### src/rtl/demux_rr_sched_if.sv
// Handshake and demux bundle between producer, scheduler and consumers.
// The scheduler side is the slave modport; the stimulus side is the master.
interface demux_rr_sched_if #(
    parameter int DATA_W = 1
);
    logic              in_valid;
    logic [DATA_W-1:0] in_data;
    logic              in_ready;
    logic [3:0]        ch_en;
    logic [3:0]        ch_ready;
    logic [1:0]        sel;
    logic [3:0]        y_valid;
    logic [DATA_W-1:0] y_data;
    logic              busy;
    logic [7:0]        beat_cnt;

    modport slave (
        input  in_valid, in_data, ch_en, ch_ready,
        output in_ready, sel, y_valid, y_data, busy, beat_cnt
    );

    modport master (
        output in_valid, in_data, ch_en, ch_ready,
        input  in_ready, sel, y_valid, y_data, busy, beat_cnt
    );
endinterface

### src/rtl/demux_rr_sched.sv
// Round-robin burst scheduler steering one input stream into a 1:4 demux.
// One channel is granted for BURST beats; disabled or stalled channels are skipped.
module demux_rr_sched #(
    parameter int DATA_W = 1,
    parameter int BURST  = 4
) (
    input logic clk,
    input logic rst_n,
    demux_rr_sched_if.slave bus
);
    typedef enum logic {IDLE, XFER} state_t;

    state_t     state;
    logic [1:0] ptr;
    logic [3:0] elig;
    logic [1:0] pick;
    logic       found;
    logic       beat;
    logic       last;

    assign elig = bus.ch_en & bus.ch_ready;

    // First eligible channel at or after the round-robin pointer.
    always_comb begin
        found = 1'b0;
        pick  = ptr;
        for (int i = 0; i < 4; i++) begin
            logic [1:0] idx;
            idx = ptr + 2'(i);
            if (!found && elig[idx]) begin
                found = 1'b1;
                pick  = idx;
            end
        end
    end

    assign bus.in_ready = (state == XFER) && elig[bus.sel];
    assign beat = bus.in_valid && bus.in_ready;
    assign last = (bus.beat_cnt == 8'(BURST - 1));

    always_ff @(posedge clk or negedge rst_n) begin
        if (!rst_n) begin
            state        <= IDLE;
            ptr          <= 2'd0;
            bus.sel      <= 2'd0;
            bus.y_valid  <= 4'd0;
            bus.y_data   <= '0;
            bus.busy     <= 1'b0;
            bus.beat_cnt <= 8'd0;
        end else begin
            bus.y_valid <= 4'd0;
            unique case (state)
                IDLE: begin
                    if (bus.in_valid && found) begin
                        bus.sel      <= pick;
                        bus.beat_cnt <= 8'd0;
                        bus.busy     <= 1'b1;
                        state        <= XFER;
                    end
                end
                XFER: begin
                    if (!bus.ch_en[bus.sel]) begin
                        // Abort: the partial burst is dropped, not resumed.
                        ptr          <= bus.sel + 2'd1;
                        bus.beat_cnt <= 8'd0;
                        bus.busy     <= 1'b0;
                        state        <= IDLE;
                    end else if (beat) begin
                        bus.y_valid <= 4'b0001 << bus.sel;
                        bus.y_data  <= bus.in_data;
                        if (last) begin
                            ptr          <= bus.sel + 2'd1;
                            bus.beat_cnt <= 8'd0;
                            bus.busy     <= 1'b0;
                            state        <= IDLE;
                        end else begin
                            bus.beat_cnt <= bus.beat_cnt + 8'd1;
                        end
                    end
                end
                default: state <= IDLE;
            endcase
        end
    end
endmodule

### src/flat_wrapper.sv
// flat-port wrapper written by rule: the top's interface ports become plain ports
module demux_rr_sched_flat 
#(
    parameter int DATA_W = 1,
    parameter int BURST  = 4
)
  (clk, rst_n, bus_in_valid, bus_in_data, bus_ch_en, bus_ch_ready, bus_in_ready, bus_sel, bus_y_valid, bus_y_data, bus_busy, bus_beat_cnt);
  demux_rr_sched_if #(.DATA_W(DATA_W)) bus_i ();
  input logic clk;
  input logic rst_n;
  input wire logic [$bits(bus_i.in_valid)-1:0] bus_in_valid;
  input wire logic [$bits(bus_i.in_data)-1:0] bus_in_data;
  input wire logic [$bits(bus_i.ch_en)-1:0] bus_ch_en;
  input wire logic [$bits(bus_i.ch_ready)-1:0] bus_ch_ready;
  output wire logic [$bits(bus_i.in_ready)-1:0] bus_in_ready;
  output wire logic [$bits(bus_i.sel)-1:0] bus_sel;
  output wire logic [$bits(bus_i.y_valid)-1:0] bus_y_valid;
  output wire logic [$bits(bus_i.y_data)-1:0] bus_y_data;
  output wire logic [$bits(bus_i.busy)-1:0] bus_busy;
  output wire logic [$bits(bus_i.beat_cnt)-1:0] bus_beat_cnt;
  assign bus_i.in_valid = bus_in_valid;
  assign bus_i.in_data = bus_in_data;
  assign bus_i.ch_en = bus_ch_en;
  assign bus_i.ch_ready = bus_ch_ready;
  assign bus_in_ready = bus_i.in_ready;
  assign bus_sel = bus_i.sel;
  assign bus_y_valid = bus_i.y_valid;
  assign bus_y_data = bus_i.y_data;
  assign bus_busy = bus_i.busy;
  assign bus_beat_cnt = bus_i.beat_cnt;
  demux_rr_sched #(.DATA_W(DATA_W), .BURST(BURST)) u_core (.clk(clk), .rst_n(rst_n), .bus(bus_i));
endmodule
### config.mk
export PLATFORM = sky130hd
export DESIGN_NAME = demux_rr_sched_flat
export DESIGN_NICKNAME = d
export VERILOG_FILES = /design/src/rtl/demux_rr_sched_if.sv /design/src/rtl/demux_rr_sched.sv /design/src/flat_wrapper.sv
export SDC_FILE = /design/constraint.sdc
export NUM_CORES = 1
export LEC_CHECK = 0
export ABC_CLOCK_PERIOD_IN_PS = 1900
export CORE_MARGIN = 4
export CORE_UTILIZATION = 44
export CTS_BUF_LIST = sky130_fd_sc_hd__clkbuf_16
export DETAILED_ROUTE_END_ITERATION = 8
export GPL_TIMING_DRIVEN = 1
export PLACE_DENSITY = 0.73
export RECOVER_POWER = 25
export SYNTH_ARGS = -nofsm -noshare
export SYNTH_HDL_FRONTEND = slang
export SYNTH_SLANG_ARGS = --single-unit
### constraint.sdc
create_clock -name clk -period 1.9 [get_ports clk]
set_input_delay 0.38 -clock clk [delete_from_list [all_inputs] [get_ports clk]]
set_output_delay 0.38 -clock clk [all_outputs]
set_load 0.01 [all_outputs]
==> out/metrics.csv <==
metric;value;unit
grt_max_degree;20;
crit_type;register to register;
antenna_left;0;
crit_fanout;2;
outcome;complete, but fails checks;
hold_viol_final;0;
worstSetupEndpointType;register;
dpl.hpwl;2.44;mm
ys_seq_elements;19;
dpl_cell_area;1700;um^2
sw_frac_of_total;0.343;
dr.pass1.iters;4;
synth_common_cells;19 x dfrtp_1, 11 x nand2_1, 8 x and2_1, 7 x inv_1;
via_per_inst;5.73;
grt_pass1_wl;5.37;mm
grt_util_met3;0.0281;
power;0.00206;W
die_w;59.7;um
ctsRootBufferMaster;clkbuf_16;
htreeDepth;1;
drt_iter0_markers;55;
clock_sinks;19;
netlist_instances;114;
ys_seq_area_frac;0.404;
use_met1;0.242;
pwr-share-comb;0.501;
avgRoutedWirePerCell;15.7;um
multiInputGateArea;682;um^2
critPathRequiredTime;2.04;ns
fin_worst_skew;0.00135;ns
syn-cell-area;1180;um^2
cts_tree;built;
grt_usage;0.200;
fill_cells;178;
die_area;3570;um^2
intPower;0.00135;W
hp-class;register to register;
p_leak;0.891;nW
fp-row-count;18;
holdBufCountCts;0;
fin_nets;196;
synth_area_leaders;dfrtp_1 40%, ha_1 5.3%, mux2i_1 5.1%;
max_freq;519;MHz
drcViolationCount;0;
io_buffers;28;
drive_above_1_share;0.309;
period_share;1.01;
p_seq_frac;0.288;
setup_violations;2;
yosys.area.top_type;dfrtp_1;
power_density;1130;nW/um^2
antenna_found_initial;0;
cp.arrival;2.06;ns
final_area;1820;um^2
yosysWarnings;0;
drv_cap;0;
cts_made_buffers;3;
slew_violations;0;
num_io_pins;29;
final_cells;208;
grt_pass1_vias;1185;
setup_slack;-0.0283;ns
grt_busiest_layer;met2;
violations;negative setup slack;
seq_area;477;um^2
syn_avg_cell_area;10.3;um^2
clock_latency;0.25;ns
min_period;1.93;ns
startpoint_type;register;
gr-usage-met2;0.358;
routabilityCongestion;0.832;
fin_setup_tns;-0.0541;ns
core_area;2520;um^2
dp.cells;198;
synth_top_flop_cell;dfrtp_1;
area_delta_synth_final;54.9;%
whs;0.510;ns
clk_pin_slew;0.05;ns
max_slew.worst_pin.slew;1.09;ns
n_antenna_cell;0;
synth_cell_types;38;
slew_headroom;0.273;
switchingPower;0.000706;W
yosysMostFrequentCell;dfrtp_1;
p_clk_frac;0.210;
cts.path.max_buffers;2;
syn_nets;131;
totalWireLength;3.27;mm
via_count;1191;
vdd_drop_max;0.796;mV
start_util;0.467;
die_h;59.7;um
rsz0062_at_grt;yes;
netlist.area_leader.share;0.404;
synth_edf_count;0;
grt_overflow;0;
synth-async-reset-ratio;1.00;
-- final timing paths --
kind | startpoint | to | slack, ns | cells after the start
setup / recovery | u_core.bus.beat_cnt[4] | u_core.ptr[1] | -0.03 | 4
hold / removal | u_core.bus.y_data | u_core.bus.y_data | 0.51 | 1
max in group asynchronous | rst_n | u_core.bus.sel[0] | 0.32 | 2
setup reg to reg | u_core.bus.beat_cnt[4] | u_core.ptr[1] | -0.03 | 4
min in group asynchronous | rst_n | u_core.bus.y_valid[3] | 0.85 | 2
hold reg to reg | u_core.bus.y_data | u_core.bus.y_data | 0.51 | 1
-- worst max-delay path, cell delays in order, from the launching register on --
cell and delay (ns):
dfrtp_1 0.37, or4_4 0.53, or3_4 0.37, o31ai_4 0.22
mux2_4 0.32
-- registers in the layout (all words and copies together), names as in the netlist --
signal and cells:
u_core.bus.y_data 1, u_core.ptr 2, u_core.bus.busy 1, u_core.bus.beat_cnt 8, u_core.state 1, u_core.bus.y_valid 4
u_core.bus.sel 2
-- timing repair --
action,CTS,global route
endpoints found under the setup margin,13,12
buffers inserted,2,4
cloned,0,0
hold endpoints to repair,0,0
pin swaps,9,4
resized for setup,23,1
-- logic make-up (layout without fill, tap and decap cells) --
logic type,Yosys count,in the layout,share of synthesized area
simple gates,46,46,0.211
compound gates,24,24,0.169
flops,19,19,0.404
mux,11,11,0.134
buf+inv,9,73,0.0287
fa+ha+maj,5,5,0.0531
-- power groups by stage --
stage	combinational (W)	clock (W)	sequential, W
finish	0.00103	0.000432	0.000593
CTS	0.000993	0.000441	0.000592
global route	0.00113	0.000459	0.000607
floorplan	0.000460	0	0.000640
global placement	0.000939	0	0.000588
detailed placement	0.000958	0	0.000599
-- layout make-up --
type,count,area share
clock buffers,3,0.0412
clock inverters,1,0.00274
inverters,8,0.0165
multi-input cells,86,0.374
flip-flops and latches,19,0.261
well taps,30,0.0206
repair buffers,61,0.284
-- layer usage --
| layer | vias up | part of all wire |
|---|---|---|
| li1 | 555 | - |
| met3 | 10 | 0.073 |
| met2 | 62 | 0.50 |
| met5 | - | 0 |
| met4 | 0 | 0.012 |
| met1 | 564 | 0.41 |
-- stage by stage --
step	worst slack, ns	utilization
after floorplan	-0.0845	-
after global placement	-0.565	0.672
after detailed placement	-0.581	0.672
after CTS	-0.138	0.712
after global routing	-0.0951	0.723
final	-0.0283	0.723
-- placed cells by master, fill, tap and decap left out, types with 4 or more instances in the layout --
master,count
and2_4,4
nand2_1,11
ha_1,5
nand3_1,4
dlygate4sd2_1,6
buf_4,31
inv_1,7
nor2_1,5
and3_1,6
dfrtp_1,18
and2_1,4
clkdlybuf4s50_1,17
mux2i_1,6
(Power assumes the default switching activity.)
